`src/rtl/board_scanner.sv`:
```
// Sweeps the 4x4 board, converts tile values to exponents, and publishes a display array plus game status.
// Latency: scan_req in cycle 0 -> READ cycles 1..16, EVAL cycle 17, scan_done/status in cycle 18.
// Backpressure: none; scan_req is ignored while busy, and a request held through scan_done starts the next sweep.
module board_scanner #(
    parameter int DATA_W  = 17,
    parameter int WIN_EXP = 11
) (
    input  logic              CLK100MHZ,
    input  logic              CPU_RESET,
    input  logic              scan_req,
    input  logic [DATA_W-1:0] data,
    output logic [1:0]        rd_row,
    output logic [1:0]        rd_col,
    input  logic [1:0]        tile_row,
    input  logic [1:0]        tile_col,
    output logic [4:0]        tile_exp,
    output logic              busy,
    output logic              scan_done,
    output logic              win,
    output logic              game_over,
    output logic [4:0]        max_exp,
    output logic [4:0]        empty_cnt,
    output logic              bad_tile
);

    typedef enum logic [1:0] {
        S_IDLE = 2'd0,
        S_READ = 2'd1,
        S_EVAL = 2'd2
    } state_t;

    state_t     state;
    state_t     state_nxt;
    logic       start;
    logic [3:0] idx;

    // Shadow collects the sweep in progress; display is what the renderer sees.
    logic [4:0] shadow  [16];
    logic [4:0] display [16];

    logic [4:0] acc_max;
    logic [4:0] acc_empty;

    logic [4:0] data_exp;
    logic       data_zero;
    logic       data_multi;
    logic       adj_eq;

    // The read address is the sweep index itself, so it is registered by construction.
    assign rd_row   = idx[3:2];
    assign rd_col   = idx[1:0];
    assign busy     = (state == S_READ) || (state == S_EVAL);
    assign tile_exp = display[{tile_row, tile_col}];

    // Priority encode the highest set bit; a zero tile maps to exponent 0.
    always_comb begin
        data_exp = 5'd0;
        for (int b = 0; b < DATA_W; b++) begin
            if (data[b]) begin
                data_exp = 5'(b);
            end
        end
    end

    assign data_zero  = (data == '0);
    assign data_multi = ((data & (data - {{(DATA_W-1){1'b0}}, 1'b1})) != '0);

    // Look for any equal orthogonal neighbour pair in the completed shadow array.
    always_comb begin
        adj_eq = 1'b0;
        for (int r = 0; r < 4; r++) begin
            for (int c = 0; c < 3; c++) begin
                if (shadow[r*4+c] == shadow[r*4+c+1]) begin
                    adj_eq = 1'b1;
                end
            end
        end
        for (int r = 0; r < 3; r++) begin
            for (int c = 0; c < 4; c++) begin
                if (shadow[r*4+c] == shadow[(r+1)*4+c]) begin
                    adj_eq = 1'b1;
                end
            end
        end
    end

    // State register.
    always_ff @(posedge CLK100MHZ) begin
        if (CPU_RESET) begin
            state <= S_IDLE;
        end else begin
            state <= state_nxt;
        end
    end

    // Next-state logic: a request is only accepted from IDLE.
    always_comb begin
        state_nxt = state;
        start     = 1'b0;
        case (state)
            S_IDLE: begin
                if (scan_req) begin
                    start     = 1'b1;
                    state_nxt = S_READ;
                end
            end
            S_READ: begin
                if (idx == 4'd15) begin
                    state_nxt = S_EVAL;
                end
            end
            S_EVAL: begin
                state_nxt = S_IDLE;
            end
            default: begin
                state_nxt = S_IDLE;
            end
        endcase
    end

    // Sweep index: advances through READ and wraps back to 0 after the last cell.
    always_ff @(posedge CLK100MHZ) begin
        if (CPU_RESET) begin
            idx <= 4'd0;
        end else if (state == S_READ) begin
            idx <= idx + 4'd1;
        end else begin
            idx <= 4'd0;
        end
    end

    // Capture each cell into the shadow array and accumulate max/empty statistics.
    always_ff @(posedge CLK100MHZ) begin
        if (CPU_RESET) begin
            for (int i = 0; i < 16; i++) begin
                shadow[i] <= 5'd0;
            end
            acc_max   <= 5'd0;
            acc_empty <= 5'd0;
        end else if (start) begin
            acc_max   <= 5'd0;
            acc_empty <= 5'd0;
        end else if (state == S_READ) begin
            shadow[idx] <= data_exp;
            if (data_exp > acc_max) begin
                acc_max <= data_exp;
            end
            if (data_zero) begin
                acc_empty <= acc_empty + 5'd1;
            end
        end
    end

    // Malformed tile flag is sticky until reset.
    always_ff @(posedge CLK100MHZ) begin
        if (CPU_RESET) begin
            bad_tile <= 1'b0;
        end else if ((state == S_READ) && !data_zero && data_multi) begin
            bad_tile <= 1'b1;
        end
    end

    // Atomic commit of display array and status at the EVAL edge.
    always_ff @(posedge CLK100MHZ) begin
        if (CPU_RESET) begin
            for (int i = 0; i < 16; i++) begin
                display[i] <= 5'd0;
            end
            max_exp   <= 5'd0;
            empty_cnt <= 5'd0;
            win       <= 1'b0;
            game_over <= 1'b0;
            scan_done <= 1'b0;
        end else begin
            scan_done <= (state == S_EVAL);
            if (state == S_EVAL) begin
                for (int i = 0; i < 16; i++) begin
                    display[i] <= shadow[i];
                end
                max_exp   <= acc_max;
                empty_cnt <= acc_empty;
                win       <= (acc_max >= 5'(WIN_EXP));
                game_over <= (acc_empty == 5'd0) && !adj_eq;
            end
        end
    end

endmodule

```
`config.mk`:
```
export PLATFORM = sky130hd
export DESIGN_NAME = board_scanner
export DESIGN_NICKNAME = d
export VERILOG_FILES = /design/src/rtl/board_scanner.sv
export SDC_FILE = /design/constraint.sdc
export NUM_CORES = 1
export LEC_CHECK = 0
export CAP_MARGIN = 0
export CORE_ASPECT_RATIO = 1.75
export CORE_MARGIN = 2
export CORE_UTILIZATION = 30
export CTS_CLUSTER_DIAMETER = 200
export DETAILED_ROUTE_END_ITERATION = 7
export SETUP_SLACK_MARGIN = 0.15
export SYNTH_ARGS = -nofsm -noshare
export SYNTH_HDL_FRONTEND = slang
export SYNTH_SLANG_ARGS = --single-unit
export TNS_END_PERCENT = 100
```
`constraint.sdc`:
```
create_clock -name CLK100MHZ -period 5.5 [get_ports CLK100MHZ]
set_input_delay 0.55 -clock CLK100MHZ [delete_from_list [all_inputs] [get_ports CLK100MHZ]]
set_output_delay 0.55 -clock CLK100MHZ [all_outputs]
set_load 0.02 [all_outputs]
```
Word-level counts from Yosys, hierarchy flattened --
Memories as Yosys holds them, arrays and structs flattened. Cells that the tools add are included.
Word-level totals: bits in registers 30, bits in writable memories 160, output and inout port bits 24, word-level logic and storage cells 153, memories 2
Cells by class: add/subtract/negate cells 3, order comparisons 2, eq/ne operators 29, muxes and demuxes 73, bitwise operators 18, reductions and logical operators 16
Memory list:
- display | words 16, width 5, rd ports 1, clocked after memory_dff 0, wr ports 16, line 39 | logic [4:0] display [16];
- shadow | words 16, width 5, rd ports 16, clocked after memory_dff 0, wr ports 16, line 38 | logic [4:0] shadow [16];
Operators with widths (count):
- 5-bit 2-to-1 mux | 32
- 5-bit == test | 24
- 1-bit 2-to-1 mux | 37
- 17-bit bitwise AND | 1
- 17-bit logical NOT | 1
- 17-bit nonzero test | 1
- 17-bit by 1-bit subtractor with 17-bit output, second input constant | 1
- 1-bit OR | 16
- 2-bit AND reduction | 3
- 5-bit by 1-bit adder with 5-bit output, second input constant | 1
- 5-bit by 4-bit >= comparator with 1-bit output, second input constant | 1
- 5-bit > comparator | 1
- 5-bit logical NOT | 1
- 5-bit OR reduction | 1
- 4-bit by 1-bit adder with 4-bit output, second input constant | 1
- 4-bit == test, second input constant | 1
- 2-bit 2-to-1 mux | 2
- 4-bit 2-to-1 mux | 1
- 2-bit one-hot mux with 2 select lines | 1
- 2-bit OR reduction | 2
- 1-bit logical AND | 3
- 2-bit by 1-bit == test with 1-bit output, second input constant | 1
- 2-bit == test, second input constant | 1
- 1-bit logical NOT | 2
- other kinds (5) | 5

Depth between registers and ports, before layout --
An unclocked memory read counts as a cell.
depth after elaboration 28, mapped depth 15, mapped depth without buffers 13

Worst setup path after synthesis --
OpenSTA, ideal clock, no wires.
path type input-to-reg, from in data[2], to reg acc_max[0], arrival 3057 ps, data required time 5428 ps, path slack 2371 ps, cell stages on the path 15, path through or2_2 > a21oi_1 > nor3_1 > o31ai_1 > a21o_1 > buf_4 > buf_4 > inv_1 > ha_1 > nor2b_1 > o21a_1 > o21a_1 > o21ai_1 > a221oi_2 > mux2i_1
Between the ends: longest elaborated chain between the ends 17
RTL lines:
- from (decl) | line 11 | input logic [DATA_W-1:0] data,
- 5-bit 2-to-1 mux (15 in series) | line 59 | if (data[b]) begin
- net data_exp[1] | line 44 | logic [4:0] data_exp;
- 5-bit > comparator | line 145 | if (data_exp > acc_max) begin
- 2-bit AND reduction (no source line)
- to (signal assigned) | line 146 | acc_max <= data_exp;
- to (decl) | line 41 | logic [4:0] acc_max;
The timed path passes the listed nets, and every way through them passes these cells. A chain may end at the register's enable or synchronous reset.

Worst setup path in the final report --
from in tile_col[1], to out tile_exp[2]
Between the ends: longest elaborated chain between the ends 1
RTL lines:
- from (decl) | line 15 | input logic [1:0] tile_col,
- memory read 16 x 5 bit
- to (decl) | line 16 | output logic [4:0] tile_exp,
No other way between the ends.

==> metrics.csv <==
metric,value,unit
cts.clk_slew.worst_paths,0.07,ns
drt_iter0_markers,356,
outcome,"complete, but fails checks",
clk_latency,0.44,ns
synth.avg_cell_area,11.94,sq um
clockBufferDepth,2,
synth_area,0.009723,sq mm
port_buffers,47,
synth_top_family_by_area,simple AND/OR/NAND/NOR gates,
slew-limit-headroom,33.34,%
synthesis.instances,814,
synth-seq-area-share,55.59,%
antenna_cells,0,
worstSetupPathType,input port to output pin,
ys_types,50,
drtPass1Iterations,6,
fin_nets,881,
synth-xor-area-share,11.35,%
worstMarginPinSlew,0.9968,ns
path_cells,clkdlybuf4s50_1 > mux4_2 > mux4_2 > clkdlybuf4s50_1,
fmax,265.4,MHz
num_rows,87,
ys.flop_type,edfxtp_1,
crit_slowest_cell,clkdlybuf4s50_1,
grt_max_degree,57,
muxShareOfSynthArea,7.541,%
skew,0.009022,ns
wl_per_cell,18.17,um
grt_pass1_wl,35620,um
drc,2,
synth_compound_area_share,2.908,%
fin_util,34.64,%
fin_crit_sh,68.52,%
grt_pass1_vias,6112,
fp.dieH,242.2,um
hold_viol_final,0,
cts-buffers-inserted,17,
dieArea,0.03392,sq mm
layout-drive-gt1-share,8.899,%
stdcell_area,0.01112,sq mm
hold_path_class,input port to register,
yosys_warnings,0,
ff2ff_path_depth,9,
post_cts_buffers,0,
critPathMaxFanout,20,
area_growth,14.41,%
critPathRequiredTime,4.95,ns
critPathMaxStageDelay,1.13,ns
antenna_found_initial,0,
setup_viol,0,
crit_arrival,3.22,ns
end_kind,output pin,
grt_setup_unrepaired,no,
postSynth.asyncResetShare,0,%
setup_slack,1.732,ns
power,3.153,mW
period_minus_slack,3.768,ns
comb_power_share,9.2,%
drv_slew,0,
ant_nets,0,
switchingPower,0.7403,mW
core_area,0.03211,sq mm
p_seq_share,52.9,%
htree_num_levels,4,
initial_core_util,30.28,%
synth_edf_count,160,
synthesis.nets,854,
cts_root_buffer,clkbuf_16,
dpl.hpwl,17710,um
p_sw_share,23.48,%
tns,0,ns
mostFrequentLayoutCells,"160 x edfxtp_1, 112 x nor2_1, 67 x xnor2_1, 59 x xor2_1, 53 x and2_1",
grtUsageTotal,14.05,%
cts_hold_buf,0,
min_path_cells,2,
die_w,140.1,um
synthAdderAreaFrac,2.265,%
mostFrequentLayoutCell,edfxtp_1,
overflow,0,
wirelength,22780,um
gp_congestion,0.8517,
cts_resized,0,
p_clk_share,37.9,%
place_ws,1.346,ns
peakVddDrop,161.3,uV
dpl_cell_area,0.01055,sq mm
cp-start-kind,input port,
p_leak,3.883,nW
violations,design-rule violations,
maxCapViolCount,0,
routed_via_density,4.632,
cts_tree,done,
p_int,2.412,mW
cts_sinks,190,
synthSimpleGateAreaFrac,17.45,%
ios,48,
vias,5808,
synth-seq-cells,190,
power_density,283.4,mW/mm^2
[registers in the layout, summed over array words and instances (netlist names)]
register,count
display,80
shadow,80
game_over,1
max_exp,5
scan_done,1
acc_empty,5
acc_max,5
bad_tile,1
idx,4
state,2
empty_cnt,5
win,1
[power by group through the flow]
stage	Combinational, mW	Sequential [mW]	Clock [mW]
global placement	0.291	1.70	0
CTS	0.295	1.67	1.23
finish	0.289	1.67	1.20
global route	0.320	1.67	1.28
detailed placement	0.294	1.70	0
floorplan	0.208	1.67	0
[routing by layer]
layer / global-route usage, % / routed length [um] / vias up
met5: 0 / 0 / -
met4: 8.586 / 1184 / 0
met3: 2.392 / 630 / 52
met2: 27.24 / 12870 / 126
met1: 13.53 / 8092 / 2752
li1: - / - / 2878
[critical path: cells and delay by family]
family / cells / cell delay [ns]
multiplexers: 2 / 0.97
buffers and inverters: 2 / 1.69
[stage by stage]
stage          cells  hold slack, ns
2_1_floorplan    814          0.4474
5_1_grt         1254          0.4245
3_5_place_dp    1222          0.4764
4_1_cts         1254          0.4005
6_report        1254          0.4310
3_3_place_gp    1222          0.4613
[cell families (layout without fill, tap and decap cells)]
kind of cell	count (synthesis)	in the layout
simple gates	327	327
flops	190	190
xor+xnor	126	126
buf+inv	68	108
compound gates	43	43
mux	42	42
fa+ha+maj	18	18
[worst paths after layout]
| kind | from | to | slack [ns] |
|---|---|---|---|
| max | tile_col[1] | tile_exp[2] | 1.73 |
| min | CPU_RESET | max_exp[1]$_SDFFE_PP0P_ | 0.43 |
| max reg2reg | state[0]$_SDFFE_PP0P_ | game_over$_SDFFE_PP0P_ | 3.15 |
| min reg2reg | acc_max[4]$_SDFFE_PP0P_ | acc_max[4]$_SDFFE_PP0P_ | 0.49 |
[cell usage after synthesis (all sizes together) (2+ instances only)]
cell | number | share of area, %
nand3 | 28 | 1.5
dfxtp | 30 | 6.2
nor3b | 2 | 0.15
nor3 | 30 | 1.5
clkbuf | 32 | 1.3
inv | 21 | 0.81
mux4 | 25 | 5.8
mux2i | 17 | 1.8
a21o | 2 | 0.15
ha | 16 | 2.1
and2 | 53 | 3.4
o22ai | 2 | 0.13
xnor2 | 67 | 6.0
o32ai | 2 | 0.18
nand4 | 4 | 0.26
xor2 | 59 | 5.3
o21a | 3 | 0.23
nor2 | 113 | 4.4
o21ai | 10 | 0.51
a31oi | 5 | 0.32
or2 | 4 | 0.26
nand2b | 17 | 1.1
o2111ai | 2 | 0.18
nand2 | 24 | 0.93
nor2b | 41 | 2.6
maj3 | 2 | 0.21
a21oi | 10 | 0.51
nor4 | 8 | 1.0
edfxtp | 160 | 49
buf | 15 | 0.77
[area by class of cell]
cell class	instances	area, sq um
fillers	3089	20990
clock inverters	14	143.9
multi-input cells	556	4041
repair buffers	55	525.5
well taps	400	500.5
inverters	21	78.83
flip-flops and latches	190	5405
clock buffers	18	429.2
Note: power is estimated with default switching activity, not from simulation.
